$ cat config.mk
export PLATFORM = sky130hd
export DESIGN_NAME = bus_resp_mux_dp_flat
export DESIGN_NICKNAME = d
export VERILOG_FILES = /design/src/rtl/bus_resp_mux_dp_pkg.sv /design/src/rtl/bus_resp_mux_dp_if.sv /design/src/rtl/bus_resp_mux_dp_timeout.sv /design/src/rtl/bus_resp_mux_dp.sv /design/src/flat_wrapper.sv
export SDC_FILE = /design/constraint.sdc
export NUM_CORES = 1
export LEC_CHECK = 0
export CORE_MARGIN = 4
export CORE_UTILIZATION = 25
export CTS_BUF_LIST = sky130_fd_sc_hd__clkbuf_8
export CTS_CLUSTER_DIAMETER = 40
export CTS_CLUSTER_SIZE = 28
export DETAILED_ROUTE_END_ITERATION = 6
export PLACE_DENSITY = 0.9
export SLEW_MARGIN = 20
export SYNTH_ARGS = -nofsm -noshare
export SYNTH_HDL_FRONTEND = slang
export SYNTH_SLANG_ARGS = --single-unit
$ cat constraint.sdc
create_clock -name clk_i -period 1.9 [get_ports clk_i]
set_clock_uncertainty 0.05 [all_clocks]
set_input_delay 0.38 -clock clk_i [delete_from_list [all_inputs] [get_ports clk_i]]
set_output_delay 0.38 -clock clk_i [all_outputs]
set_load 0.05 [all_outputs]
$ cat src/rtl/bus_resp_mux_dp_pkg.sv
// Shared types and constants for the data-phase response multiplexer.
package bus_mux_pkg;

  // Data-phase state of the multiplexer.
  typedef enum logic [1:0] {
    IDLE,
    ACTIVE,
    ERR1,
    ERR2
  } mux_state_e;

  localparam logic RESP_OKAY  = 1'b0;
  localparam logic RESP_ERROR = 1'b1;

  // Slot 0 is the internal default slave that answers unmapped accesses.
  localparam int unsigned DEFAULT_SLAVE_IDX = 0;

  // True when a decoder index addresses one of the external slaves 1..num_slave.
  function automatic logic sel_is_mapped(input int unsigned sel, input int unsigned num_slave);
    return (sel != DEFAULT_SLAVE_IDX) && (sel <= num_slave);
  endfunction

endpackage

$ cat src/rtl/bus_resp_mux_dp_if.sv
// Bus-side signals of the response multiplexer. The slave modport is the
// multiplexer's view; the master modport is the view of whoever drives the
// decoder select and the slave responses (interconnect or testbench).
interface bus_resp_mux_dp_if #(
  parameter int DWidth     = 32,
  parameter int NumofSlave = 4
);
  localparam int MuxWidth = $clog2(NumofSlave + 1);

  logic [MuxWidth-1:0]               mux_sel_i;
  logic                              trans_i;
  logic [NumofSlave:0][DWidth-1:0]   rdata_i;
  logic [NumofSlave:0]               resp_i;
  logic [NumofSlave:0]               readyout_i;
  logic [MuxWidth-1:0]               dp_sel_o;
  logic [DWidth-1:0]                 rdata_o;
  logic                              resp_o;
  logic                              ready_o;

  modport slave (
    input  mux_sel_i, trans_i, rdata_i, resp_i, readyout_i,
    output dp_sel_o, rdata_o, resp_o, ready_o
  );

  modport master (
    output mux_sel_i, trans_i, rdata_i, resp_i, readyout_i,
    input  dp_sel_o, rdata_o, resp_o, ready_o
  );
endinterface

$ cat src/rtl/bus_resp_mux_dp_timeout.sv
// Wait-state counter for the response multiplexer: counts stalled cycles of
// the current transfer and flags the last allowed stall cycle.
module bus_mux_timeout #(
  parameter int TimeoutCycles = 16
) (
  input  logic clk_i,
  input  logic rst_i,
  input  logic clear_i,    // a new transfer enters its data phase
  input  logic stall_i,    // data phase active and the slave is not ready
  output logic expired_o   // this stall cycle is the last one tolerated
);
  localparam int                  CntWidth  = $clog2(TimeoutCycles + 1);
  localparam logic [CntWidth-1:0] LastCount = CntWidth'(TimeoutCycles - 1);

  logic [CntWidth-1:0] count;

  assign expired_o = stall_i && (count == LastCount);

  // Count stall cycles; hold once expired so the value never wraps.
  always_ff @(posedge clk_i) begin
    // NOTE: sequential state uses non-blocking assignments so every register
    // samples pre-edge values regardless of statement order.
    if (rst_i) begin
      count <= '0;
    end else if (clear_i) begin
      count <= '0;
    end else if (stall_i && !expired_o) begin
      count <= count + CntWidth'(1);
    end
  end
endmodule

$ cat src/rtl/bus_resp_mux_dp.sv
// Registered data-phase response multiplexer. Captures the decoder select on
// an accepted address phase and routes the addressed slave's rdata/resp/ready
// to the master during the data phase. Unmapped accesses receive a two-cycle
// ERROR from the internal default slave in slot 0.
// Optional feature macro: BUS_MUX_TIMEOUT_EN (wait-state limit forcing ERROR).
module bus_resp_mux_dp
  import bus_mux_pkg::*;
#(
  parameter int DWidth        = 32,
  parameter int NumofSlave    = 4,
  parameter int TimeoutCycles = 16
) (
  input  logic               clk_i,
  input  logic               rst_i,
  bus_resp_mux_dp_if.slave   bus
);
  localparam int MuxWidth = $clog2(NumofSlave + 1);

  if (TimeoutCycles < 1) begin : g_bad_timeout
    $error("TimeoutCycles must be at least 1");
  end

  mux_state_e          state;
  logic [MuxWidth-1:0] dp_sel;
  logic [DWidth-1:0]   slave_rdata;
  logic                slave_resp;
  logic                slave_ready;
  logic [DWidth-1:0]   rdata;
  logic                resp;
  logic                ready;
  logic                addr_mapped;
  logic                enter_active;
  logic                timeout_expired;

  // Slot 0 inputs exist only to keep the port arrays uniform; the default
  // slave is implemented internally.
  logic unused_slot0;
  assign unused_slot0 = ^{bus.rdata_i[0], bus.resp_i[0], bus.readyout_i[0]};

  assign addr_mapped  = sel_is_mapped(32'(bus.mux_sel_i), NumofSlave);
  assign enter_active = ready && bus.trans_i && addr_mapped;

`ifdef BUS_MUX_TIMEOUT_EN
  logic stall;
  assign stall = (state == ACTIVE) && !slave_ready;

  bus_mux_timeout #(
    .TimeoutCycles(TimeoutCycles)
  ) u_timeout (
    .clk_i     (clk_i),
    .rst_i     (rst_i),
    .clear_i   (enter_active),
    .stall_i   (stall),
    .expired_o (timeout_expired)
  );
`else
  assign timeout_expired = 1'b0;
`endif

  // Pick the response of the slave selected for the current data phase.
  always_comb begin
    // NOTE: every output of a combinational block gets a default first so no
    // path leaves it unassigned and no latch is inferred.
    slave_rdata = '0;
    slave_resp  = RESP_OKAY;
    slave_ready = 1'b0;
    for (int i = 1; i <= NumofSlave; i++) begin
      if (dp_sel == MuxWidth'(i)) begin
        slave_rdata = bus.rdata_i[i];
        slave_resp  = bus.resp_i[i];
        slave_ready = bus.readyout_i[i];
      end
    end
  end

  // Master-facing response per data-phase state; ACTIVE passes the slave through.
  always_comb begin
    ready = 1'b1;
    resp  = RESP_OKAY;
    rdata = '0;
    unique case (state)
      IDLE: ;
      ACTIVE: begin
        ready = slave_ready;
        resp  = slave_resp;
        rdata = slave_rdata;
      end
      ERR1: begin
        ready = 1'b0;
        resp  = RESP_ERROR;
      end
      ERR2: resp = RESP_ERROR;
      default: ;
    endcase
  end

  // Data-phase FSM: accept an address phase whenever ready is high.
  always_ff @(posedge clk_i) begin
    if (rst_i) begin
      state  <= IDLE;
      dp_sel <= MuxWidth'(DEFAULT_SLAVE_IDX);
    end else if (state == ERR1) begin
      state <= ERR2;
    end else if (timeout_expired) begin
      state  <= ERR1;
      dp_sel <= MuxWidth'(DEFAULT_SLAVE_IDX);
    end else if (ready) begin
      if (!bus.trans_i) begin
        state  <= IDLE;
        dp_sel <= MuxWidth'(DEFAULT_SLAVE_IDX);
      end else if (addr_mapped) begin
        state  <= ACTIVE;
        dp_sel <= bus.mux_sel_i;
      end else begin
        state  <= ERR1;
        dp_sel <= MuxWidth'(DEFAULT_SLAVE_IDX);
      end
    end
  end

  assign bus.dp_sel_o = dp_sel;
  assign bus.rdata_o  = rdata;
  assign bus.resp_o   = resp;
  assign bus.ready_o  = ready;
endmodule

$ cat src/flat_wrapper.sv
// flat-port wrapper written by rule: the top's interface ports become plain ports
module bus_resp_mux_dp_flat import bus_mux_pkg::*;
#(
  parameter int DWidth        = 32,
  parameter int NumofSlave    = 4,
  parameter int TimeoutCycles = 16
)
  (clk_i, rst_i, bus_mux_sel_i, bus_trans_i, bus_rdata_i, bus_resp_i, bus_readyout_i, bus_dp_sel_o, bus_rdata_o, bus_resp_o, bus_ready_o);
  bus_resp_mux_dp_if #(.DWidth(DWidth), .NumofSlave(NumofSlave)) bus_i ();
  input  logic clk_i;
  input  logic rst_i;
  input wire logic [$bits(bus_i.mux_sel_i)-1:0] bus_mux_sel_i;
  input wire logic [$bits(bus_i.trans_i)-1:0] bus_trans_i;
  input wire logic [$bits(bus_i.rdata_i)-1:0] bus_rdata_i;
  input wire logic [$bits(bus_i.resp_i)-1:0] bus_resp_i;
  input wire logic [$bits(bus_i.readyout_i)-1:0] bus_readyout_i;
  output wire logic [$bits(bus_i.dp_sel_o)-1:0] bus_dp_sel_o;
  output wire logic [$bits(bus_i.rdata_o)-1:0] bus_rdata_o;
  output wire logic [$bits(bus_i.resp_o)-1:0] bus_resp_o;
  output wire logic [$bits(bus_i.ready_o)-1:0] bus_ready_o;
  assign bus_i.mux_sel_i = bus_mux_sel_i;
  assign bus_i.trans_i = bus_trans_i;
  assign bus_i.rdata_i = bus_rdata_i;
  assign bus_i.resp_i = bus_resp_i;
  assign bus_i.readyout_i = bus_readyout_i;
  assign bus_dp_sel_o = bus_i.dp_sel_o;
  assign bus_rdata_o = bus_i.rdata_o;
  assign bus_resp_o = bus_i.resp_o;
  assign bus_ready_o = bus_i.ready_o;
  bus_resp_mux_dp #(.DWidth(DWidth), .NumofSlave(NumofSlave), .TimeoutCycles(TimeoutCycles)) u_core (.clk_i(clk_i), .rst_i(rst_i), .bus(bus_i));
endmodule
==> results.md, run 1 <==
* Register area share after synthesis at 6.81%
* Kind of critical path: reg2out
* Ys Warns at 0
* Slew headroom at 74.0%
* CP required at 1.47 ns
* Synth cell count leaders: 34 x nor2_1, 32 x a22oi_1, 32 x a2bb2oi_1, 32 x mux2_2, 14 x clkbuf_1
* Gate power share at 76.1%
* Nets at 549
* Die Width at 84.7 µm
* Clk Latency, worst-skew pair at 0.22 ns
* Inserted Clock Buffers at 3
* GPL Wtd Cong at 0.809
* Synth-to-layout area growth at 213%
* Min-delay worst type: reg2reg
* Drt pass-1 iters at 4
* Post-synth top area cell: mux2_2
* Leading post-synthesis cells by cell area: mux2_2 25%, a2bb2oi_1 19%, a22oi_1 16%
* Sw power at 0.494 mW
* RSZ-0062 raised after global routing: yes
* Max cap viols at 0
* Maximum vdd ir drop at 0.326 mV
* Final Setup Violations at 34
* Remaining design rule violation count at 0
* Netlist Area Pre-Place at 1470 µm²
* Pwr/cell area at 290 nW/µm²
* Hpwl dp at 7120 µm
* Crit path arrival time at 1.72 ns
* IO Count at 213
* GRT Util Overall at 23.2%
* Maximum fanout along the worst path at 20
* Internal power at 0.839 mW
* Sw frac at 37.1%
* Setup WS pre-CTS at -0.281 ns
* Worst-Margin Slew at 0.389 ns
* Post-DRT Antenna Nets at 0
* Standard-cell rows at 27
* Top-count cell post-synth: nor2_1
* H-tree lvl count at 1
* Vias in the first global route at 2615
* Nature of the critical path startpoint: flip-flop
* DR iter-0 viols at 28
* Routed vias at 2378
* Minimum clock period at 2.15 ns
* First-pass GRT wire length at 13500 µm
* Largest net degree at the start of global routing at 21
* Failing checks: setup timing
* Flop pwr share at 9.3%
* Clk buf depth at 2
* Synth Net Count at 367
* #FFs+latches synth at 5
* Clock root buffer: clkbuf_8
* Predominant post-synthesis flop cell: dfxtp_1
* Worst-path clk slew at 0.04 ns
* Fillers at 323
* Worst Setup End Kind: output port
* Register Area at 109 µm²
* # port buffers at 178
* Status: finished, violations left
* Setup_tns at -7.03 ns
* Final design utilization at 82.0%
* Hold Violations, Final at 0
* Async set or reset register ratio after synthesis at 0%
* Pleak at 1.52 nW
* Syn Area/Cell at 7.74 µm²
* Clk sinks at 5
* Total Power at 1.33 mW
* Synth top area share at 24.5%
* Antenna cells at 0
* Initial antenna violation count at 0
* Starting Density at 26.2%
* DRT Wirelength at 9250 µm
* Area of the multi-input gates at 1900 µm²
* Share of total power in the clock network at 14.6%
* Placeable Area at 5610 µm²
* Fmax at 0.464 GHz
* Final period util at 113%
* Final worst setup slack at -0.253 ns
* Total congestion overflow at 0
* Vias/cell at 5.37
* Synth unique cells at 26
* Hold WS at 0.650 ns
* Die Area at 7170 µm²
* Layout cells sized above 1 at 54.2%
* Syn Inst Count at 190
* CTS tree: done
* Routed wire per std cell at 20.9 µm
* EDFF count, synth at 0
* Floorplan die height at 84.7 µm
* Final Max Tran Viols at 0
[power groups by stage]
stage                     clock network, mW  logic, mW  registers, mW
after floorplan                           0      0.439          0.127
after global placement                    0      0.923          0.123
after detailed placement                  0      0.946          0.124
after CTS                             0.194      0.980          0.122
after global routing                  0.205       1.06          0.125
final                                 0.194       1.01          0.124
[cell type report]
class | instances | area share [%]
Multi-Input combinational cell | 162 | 41.2
Tap cell | 72 | 1.96
Clock inverter | 1 | 0.0816
Timing Repair Buffer | 200 | 53.5
Sequential cell | 5 | 2.37
Clock buffer | 3 | 0.897
[path summary, 6_finish.rpt]
kind	slack, ns	cells past startpoint	to	start
worst min register to register	0.65	3	u_core.bus.dp_sel_o[2]	u_core.bus.dp_sel_o[2]
worst min-delay path	0.65	3	u_core.bus.dp_sel_o[2]	u_core.bus.dp_sel_o[2]
worst max-delay path	-0.25	6	bus_rdata_o[3]	u_core.bus.dp_sel_o[1]
worst max register to register	0.04	8	u_core.bus.dp_sel_o[1]	u_core.bus.dp_sel_o[1]
[placed cells by master, fill, tap and decap left out, types with 2 or more instances in the layout]
master / synthesis / final
a21oi_1: 4 / 3
a22oi_2: 0 / 31
a2bb2oi_2: 0 / 32
buf_12: 0 / 45
buf_4: 2 / 7
buf_6: 1 / 5
clkbuf_8: 0 / 3
clkdlybuf4s50_1: 0 / 141
dfxtp_1: 5 / 2
dfxtp_4: 0 / 2
mux2_2: 32 / 31
mux2i_1: 5 / 4
nand2_1: 3 / 3
nand2b_1: 6 / 5
nand3b_1: 2 / 2
nor2_1: 34 / 2
nor2_2: 0 / 2
nor2_4: 0 / 30
[logic make-up (layout without fill, tap and decap cells)]
group | after synthesis | in the layout | share of synthesized area (%)
and+or+nand+nor | 50 | 50 | 16.3
buffers and inverters | 23 | 204 | 7.32
muxes | 37 | 37 | 27.9
adders and majority gates | 1 | 1 | 0.851
AOI/OAI and AO/OA | 74 | 74 | 40.8
DFF | 5 | 5 | 6.81
[critical path: stages (launching register included)]
cell       delay, ns
dfxtp_4         0.38
buf_12          0.17
mux2_2          0.38
a22oi_2         0.16
a2bb2oi_2       0.20
nor2_4          0.05
buf_12          0.15
[stage by stage]
step	instance area, µm²	instances
4_1_cts	4480	441
2_1_floorplan	1990	190
6_report	4600	443
3_3_place_gp	4320	435
3_5_place_dp	4320	435
5_1_grt	4600	443
[timing repair]
action,4_1_cts,5_1_grt
cloned,0,1
hold buffers,0,0
setup buffers,2,2
pin swaps,2,3
resized for setup,19,18
endpoints found under the setup margin,34,37
[per-layer routing]
layer / global-route usage [%] / part of all wire, % / vias to the layer above
li1: - / - / 1104
met1: 25.2 / 36 / 1145
met2: 46.0 / 56 / 115
met3: 4.61 / 6.2 / 14
met4: 4.46 / 1.7 / 0
met5: 0 / 0 / -
[sequential cells by signal, summed over array words and instances (netlist names)]
name / cells
u_core.bus.dp_sel_o: 3
u_core.state: 2
Power figures use the tool's default switching activity.
==> run 2, diff against run 1 <==
ABC_CLOCK_PERIOD_IN_PS = 1900   (was not set)
==> results of run 2 <==
Final layout, timing and power as in run 1 (identical DEF).
==> run 3, diff against run 2 <==
CTS_CLUSTER_SIZE = not set   (was 28)
TNS_END_PERCENT = 50   (was not set)
==> run 3 against run 2 <==
The run still ends with setup timing left; clock power is 3% higher; sequential power hardly changed; combinational power hardly changed; clock-buffer cell count stayed put; setup slack worse by 0.079 ns; sequential share of layout area hardly changed; global-route usage is 0.16 points higher; cell count is 2.3% higher; register-to-register slack hardly changed; maximum frequency is 3.5% lower; design area is 2.1% higher; largest cell class unchanged; largest power group unchanged; highest routed layer unchanged.
==> results.md, run 3 (synthesis gave the netlist of run 1 again) <==
* Status: finished, violations left
* Failing checks: setup timing
* Die Width at 84.7 µm (unchanged)
* GR peak layer: met2
* Clock root buffer: clkbuf_8
* Post-DP Area at 4280 µm² (-0.84%)
* Standard-cell rows at 27 (unchanged)
* Worst-path clk slew at 0.04 ns (about the same)
* Maximum vdd ir drop at 0.345 mV (+5.9%)
* Vias/cell at 5.20 (-3.1%)
* CP Depth at 7 (+1)
* Remaining design rule violation count at 0 (unchanged)
* Maximum fanout along the worst path at 4 (-80%)
* Commonest non-fill, non-tap cell in the layout: clkdlybuf4s50_1
* Pwr/cell area at 288 nW/µm² (-0.70%)
* CTS tree: done
* Final Max Tran Viols at 0 (unchanged)
* Max FFs per register at 3 (unchanged)
* Die Area at 7170 µm² (unchanged)
* Max cap viols at 0 (unchanged)
* GPL Wtd Cong at 0.866 (+7.0%)
* Starting Density at 26.2% (unchanged)
* Routed wire per std cell at 20.9 µm (about the same)
* Slowest stage delay, CP at 0.36 ns (-0.02 ns)
* Clk sinks at 5 (unchanged)
* RSZ-0062 raised after global routing: yes
* DRT Wirelength at 9460 µm (+2.2%)
* Antenna cells at 0 (unchanged)
* Initial antenna violation count at 0 (unchanged)
* Clk buf depth at 2 (unchanged)
* Fin area at 4700 µm² (+2.1%)
* Area of the multi-input gates at 1910 µm² (+0.79%)
* Nature of the critical path startpoint: flip-flop
* Placeable Area at 5610 µm² (unchanged)
* Crit-path slowest cell: or3_4
* Final worst setup slack at -0.332 ns (-0.0787 ns)
* Grt met3 use at 5.69% (+1.1 points)
* Worst Hold Depth at 2 (-1)
* Routed vias at 2357 (-0.88%)
* First-pass GRT wire length at 13500 µm (-0.61%)
* Slew headroom at 70.8% (-3.2 points)
* Inserted Clock Buffers at 3 (unchanged)
* Setup_tns at -9.02 ns (-1.99 ns)
* IO Count at 213 (unchanged)
* Largest net degree at the start of global routing at 19 (-9.5%)
* Layout cells sized above 1 at 54.9% (+0.68 points)
* Worst-Margin Slew at 0.437 ns (+0.0481 ns)
* H-tree lvl count at 1 (unchanged)
* Fmax at 0.448 GHz (-3.5%)
* DR iter-0 viols at 66 (+140%)
* Hpwl dp at 7220 µm (+1.3%)
* Vias in the first global route at 2610 (-0.19%)
* Register Area at 109 µm² (unchanged)
* CP cell instances: buf_12, buf_4, buf_4, mux2i_1, or3_4, o211ai_4, buf_12
* FF-to-FF path depth at 8 (unchanged)
* Clk Latency, worst-skew pair at 0.23 ns (about the same)
* Crit path arrival time at 1.80 ns (+0.08 ns)
* Min-delay worst type: reg2reg
* Nets at 559 (+1.8%)
* Hold Violations, Final at 0 (unchanged)
* Minimum clock period at 2.23 ns (+0.0787 ns)
* Worst Setup End Kind: output port
* Kind of critical path: reg2out
* Floorplan die height at 84.7 µm (unchanged)
* Synth-to-layout area growth at 219%
* # port buffers at 178 (unchanged)
* Met2 Usage GRT at 48.4% (+2.4 points)
* Final period util at 117% (+4.1 points)
* Post-DRT Antenna Nets at 0 (unchanged)
* CP Buf/Inv Count at 4 (+2)
* Fillers at 297 (-8.0%)
* CP top delay family: buffers and inverters
* Most frequent cells in the layout: 141 x clkdlybuf4s50_1, 44 x buf_12, 32 x a2bb2oi_2
* CP required at 1.47 ns (about the same)
* Pleak at 1.61 nW (+5.7%)
* Final Setup Violations at 34 (unchanged)
* Drt pass-1 iters at 4 (unchanged)
* Global Route met1 Usage at 22.8% (-2.4 points)
* GRT Util Overall at 23.4% (+0.16 points)
* Total congestion overflow at 0 (unchanged)
* Hold Buf Count CTS at 0 (unchanged)
-- run 3: final timing paths --
kind | end | from | slack [ns]
worst max-delay path | bus_ready_o | u_core.bus.dp_sel_o[1] | -0.33
worst min-delay path | u_core.bus.dp_sel_o[2] | u_core.bus.dp_sel_o[2] | 0.47
worst min register to register | u_core.bus.dp_sel_o[2] | u_core.bus.dp_sel_o[2] | 0.47
worst max register to register | u_core.bus.dp_sel_o[0] | u_core.bus.dp_sel_o[1] | 0.04
-- run 3: where the power goes --
group          switching (mW)  total, mW  internal (mW)
combinational           0.430       1.03          0.598
clock                  0.0609      0.200          0.139
sequential             0.0110      0.123          0.112
total                   0.502       1.35          0.849
-- run 3: tightest hold or removal path, cell delays in order (launching register included) --
cell and delay, ns:
dfxtp_2 0.35, nand2b_1 0.07, mux2i_1 0.05
-- run 3: per-stage QoR --
| stage | total power [mW] | worst slack (ns) | hold slack, ns | instances | util [%] |
|---|---|---|---|---|---|
| detailed placement | 1.06 | -0.364 | 0.469 | 440 | 76.3 |
| global placement | 1.04 | -0.241 | 0.464 | 440 | 76.3 |
| floorplan | 0.562 | -0.0277 | 0.399 | 190 | - |
| CTS | 1.30 | -0.330 | 0.475 | 448 | 79.7 |
| global route | 1.40 | -0.388 | 0.522 | 453 | 83.7 |
| finish | 1.35 | -0.332 | 0.474 | 453 | 83.7 |
-- run 3: metal layers --
metal | routed length [µm] | vias to the layer above
li1 | - | 1127
met1 | 3340 | 1101
met2 | 5310 | 120
met3 | 716 | 9
met4 | 92 | 0
met5 | 0 | -
-- run 3: area by class of cell --
class,instances,share of cell area (%)
clock buffers,3,0.879
well taps,72,1.92
multi-input cells,162,40.7
flip-flops and latches,5,2.32
repair buffers,210,54.1
clock inverters,1,0.0799
-- run 3: timing repair --
item                                    in CTS  in global routing
pin swaps                                    6                 11
gates resized for setup                     24                 30
cloned                                       0                  2
endpoints found under the setup margin      34                 37
buffers inserted                             4                  3
==> edit 1, RTL diff (config.mk and constraints of run 3) <==
`NumofSlave` is set to 4 in 3 places; all go to 8.
--- a/src/rtl/bus_resp_mux_dp_if.sv
+++ b/src/rtl/bus_resp_mux_dp_if.sv
@@ -4,5 +4,5 @@
 interface bus_resp_mux_dp_if #(
   parameter int DWidth     = 32,
-  parameter int NumofSlave = 4
+  parameter int NumofSlave = 8
 );
   localparam int MuxWidth = $clog2(NumofSlave + 1);
--- a/src/rtl/bus_resp_mux_dp.sv
+++ b/src/rtl/bus_resp_mux_dp.sv
@@ -8,5 +8,5 @@
 #(
   parameter int DWidth        = 32,
-  parameter int NumofSlave    = 4,
+  parameter int NumofSlave    = 8,
   parameter int TimeoutCycles = 16
 ) (
--- a/src/flat_wrapper.sv
+++ b/src/flat_wrapper.sv
@@ -3,5 +3,5 @@
 #(
   parameter int DWidth        = 32,
-  parameter int NumofSlave    = 4,
+  parameter int NumofSlave    = 8,
   parameter int TimeoutCycles = 16
 )
Interface: changed (5 resized); port bits go from 213 to 351. The function was not compared with the original's and may differ.
==> edit 1 against run 3 <==
The flow still finishes with violations (setup timing); sequential cell count is 1 higher; highest routed layer unchanged; power is 51% higher; register-to-register slack worse by 0.64 ns; cell area is 76% higher; count of clock-buffer cells in the layout stayed put; non-clock buffer count is 211 higher; combinational power is 63% higher; routed wire length is 140% higher; setup slack worse by 0.34 ns; area after synthesis is 82% higher; hold slack better by 0.26 ns; synthesized cell count grew to 2.5 times the old value.
==> edit 1: results (changes against run 3) <==
Post-Synth XOR/XNOR Area - 0.00328 (+0.00328)
Sequential fraction of the synthesis area - 0.0449 (-0.0232)
Hold path endpoint - u_core.bus.dp_sel_o[0]
WL final - 23.2 mm (+140%)
Cell Count, Final, Fillers Out - 984 (+120%)
Fillers - 639 (+120%)
DP Worst Slack - -0.759 ns (-0.395 ns)
Worst Path Arrival - 2.15 ns (+0.35 ns)
Drt via density - 5.99 (+15%)
PostCTS Resize Cnt - 162 (+580%)
Worst setup endpoint - bus_rdata_o[5]
DRT iter0 DRCs - 618 (+840%)
Dpl cells - 947 (+120%)
Met3 routed WL - 1.92 mm (+170%)
Nets - 1163 (+110%)
FF-to-FF Start - u_core.bus.dp_sel_o[2]
Slew @ Worst Pin - 0.540 ns (+0.103 ns)
Max reg flops - 4 (+1)
DRT met1 WL - 8.07 mm (+140%)
Area after DPL - 0.00684 mm^2 (+60%)
Pre-Repair DR Iteration Count - 5 (+1)
Multiplexer share of the synthesized area - 0.0454 (-0.234)
Hold_sp - bus_mux_sel_i[0]
Violated checks - setup timing
Routing usage on met3 - 0.0549 (-0.00203)
Distinct cells, synth - 43 (+65%)
Outcome - complete, but fails checks
Final setup fails - 40 (+18%)
Share of layout cells above drive strength 1 - 0.361 (-0.188)
Area growth from synthesis to layout - 209%
Final WS setup - -0.676 ns (-0.345 ns)
Post-synth top cells - 101 x a21oi_1, 95 x nor2_1, 42 x o22ai_1
Worst-Skew Late Latency - 0.25 ns (+0.02 ns)
Largest net degree at the start of global routing - 41 (+22)
GP Congestion - 1.01 (+17%)
Worst R2R Setup Slack - -0.60 ns (-0.64 ns)
Slowest CP cell - or3_1
Placed wire-length estimate - 15.4 mm (+110%)
Total Neg Setup Slack - -22.02 ns (-13.00 ns)
Gr usage total - 0.322 (+0.0882)
Post-Synth Adder-Cell Area - 0 (-0.00851)
Compound-Gate Fraction of Synth Area - 0.490 (+0.0823)
Post-synthesis cell count - 477 (+150%)
IO buf count - 316 (+78%)
Hold slack - 0.735 ns (+0.260 ns)
Worst reg2reg path endpoint - u_core.state[0]
Syn Nets - 790 (+120%)
## edit 1: final cells by class
class	count	area (um^2)	share of cell area
Timing Repair Buffer	421	4400	0.532
Multi-Input combinational cell	404	3470	0.420
Tap cell	136	170	0.0206
Sequential cell	6	135	0.0163
Clock buffer	3	41.3	0.00499
Inverter	14	52.6	0.00635
## edit 1: cell families (layout without fill, tap and decap cells)
| kind of cell | Yosys count | in the layout |
|---|---|---|
| AO/OA/AOI/OAI | 220 | 220 |
| flip-flops | 6 | 6 |
| AND/OR/NAND/NOR | 172 | 172 |
| buffers and inverters | 67 | 438 |
| XOR/XNOR | 1 | 1 |
| multiplexers | 11 | 11 |
## edit 1: power by group through the flow
stage	clock network (mW)	logic (mW)	registers, mW
floorplan	0	0.538	0.149
global placement	0	1.34	0.143
detailed placement	0	1.37	0.144
CTS	0.204	1.54	0.142
global route	0.220	1.75	0.145
finish	0.217	1.68	0.144
==> edit 2, RTL diff (settings of run 3) <==
Made on the original files. Reset style: asynchronous (`rst_i`), changed in one clocked block.
--- a/src/rtl/bus_resp_mux_dp.sv
+++ b/src/rtl/bus_resp_mux_dp.sv
@@ -96,5 +96,5 @@
 
   // Data-phase FSM: accept an address phase whenever ready is high.
-  always_ff @(posedge clk_i) begin
+  always_ff @(posedge clk_i or posedge rst_i) begin
     if (rst_i) begin
       state  <= IDLE;
Function: differs if rst_i is asserted again (counterexample within 4 cycles, from zero or initial values and one cycle with rst_i high); with rst_i held inactive, the same outputs for 10 cycles.
==> edit 2 against run 3 <==
The flow still finishes with violations (setup timing); maximum frequency down 0.53%; sequential share of layout area up 0.43 points; routed wire length about the same; final cell count up 0.66%; count of clock-buffer cells in the layout unchanged; sequential cell count unchanged; global-route usage down 0.57 points; setup slack worse by 0.012 ns; area after synthesis up 5.6%; critical endpoint is now bus_rdata_o[30]; cell area down 0.24%.
Power is left out: it rests on default switching activity, and per cell area and clock period it moved more than threefold.
==> edit 2: results (changes against run 3) <==
Async SR Flop Fraction - 1.00 (+1.00)
Distinct cells, synth - 31 (+19%)
DRT met1 WL - 2.96 mm (-11%)
WL final - 9.46 mm (about the same)
Violated checks - setup timing
Final WS setup - -0.344 ns (-0.0119 ns)
Core Util, Final - 0.782 (-0.0554)
Worst Hold Class - primary input to async pin
Worst reg2reg path endpoint - u_core.state[0]
Drt via density - 5.33 (+2.4%)
Largest net degree at the start of global routing - 22 (+3)
First-pass GRT wire length - 13.6 mm (+1.1%)
GP Congestion - 0.842 (-2.8%)
Primary FF master, synth - dfrtp_1
Syn Nets - 374 (+1.9%)
Met3 routed WL - 844 um (+18%)
Slew @ Worst Pin - 0.453 ns (+0.0160 ns)
DP Worst Slack - -0.302 ns (+0.0626 ns)
Worst setup endpoint - bus_rdata_o[30]
DRT iter0 DRCs - 67 (+1.5%)
Slowest CP cell - dfrtp_2
Final setup fails - 34 (unchanged)
Top cells by area, synth - mux2_2 23%, a2bb2oi_1 18%, a22oi_1 15%
Outcome - complete, but fails checks
Worst R2R Setup Slack - 0.08 ns (+0.04 ns)
Post-synth top cells - 36 x nor2_1, 32 x a22oi_1, 32 x a2bb2oi_1, 32 x mux2_2, 9 x buf_2
Area after DPL - 0.00416 mm^2 (-2.9%)
Number of global-route vias before repair - 2677 (+2.6%)
Fillers - 387 (+30%)
CP Launch Point - u_core.bus.dp_sel_o[1]
Placed wire-length estimate - 6.81 mm (-5.7%)
Hold slack - 0.317 ns (-0.157 ns)
Met1 GRT Util - 0.217 (-0.0110)
Routing usage on met3 - 0.0551 (-0.00179)
Slowest stage delay, CP - 0.40 ns (+0.04 ns)
-- edit 2: through the flow --
stage | instances | TNS [ns]
after floorplan | 197 | -5.36
after global placement | 446 | -5.78
after detailed placement | 446 | -7.15
after CTS | 450 | -9.04
after global routing | 456 | -12.10
final | 456 | -10.03
-- edit 2: cells by family (layout without fill, tap and decap cells) --
logic type	Yosys count	in the layout	share of synthesized area
buf+inv	27	211	0.106
flops	5	5	0.0806
compound gates	78	78	0.394
fa+ha+maj	1	1	0.00806
simple gates	50	50	0.147
mux	36	36	0.263
-- edit 2: final cells by class --
class	count	area [um^2]	share of cell area
repair buffers	204	2500	0.534
inverters	3	11.3	0.00240
well taps	75	93.8	0.0200
clock buffers	3	41.3	0.00881
multi-input cells	165	1900	0.406
clock inverters	1	3.75	0.000801
flip-flops and latches	5	129	0.0275
-- edit 2: timing repair --
item                                    4_1_cts  5_1_grt
endpoints found under the setup margin       34       35
buffers inserted                              0        2
pin swaps                                     1        3
gates resized for setup                      55       10
gates cloned                                  0        4
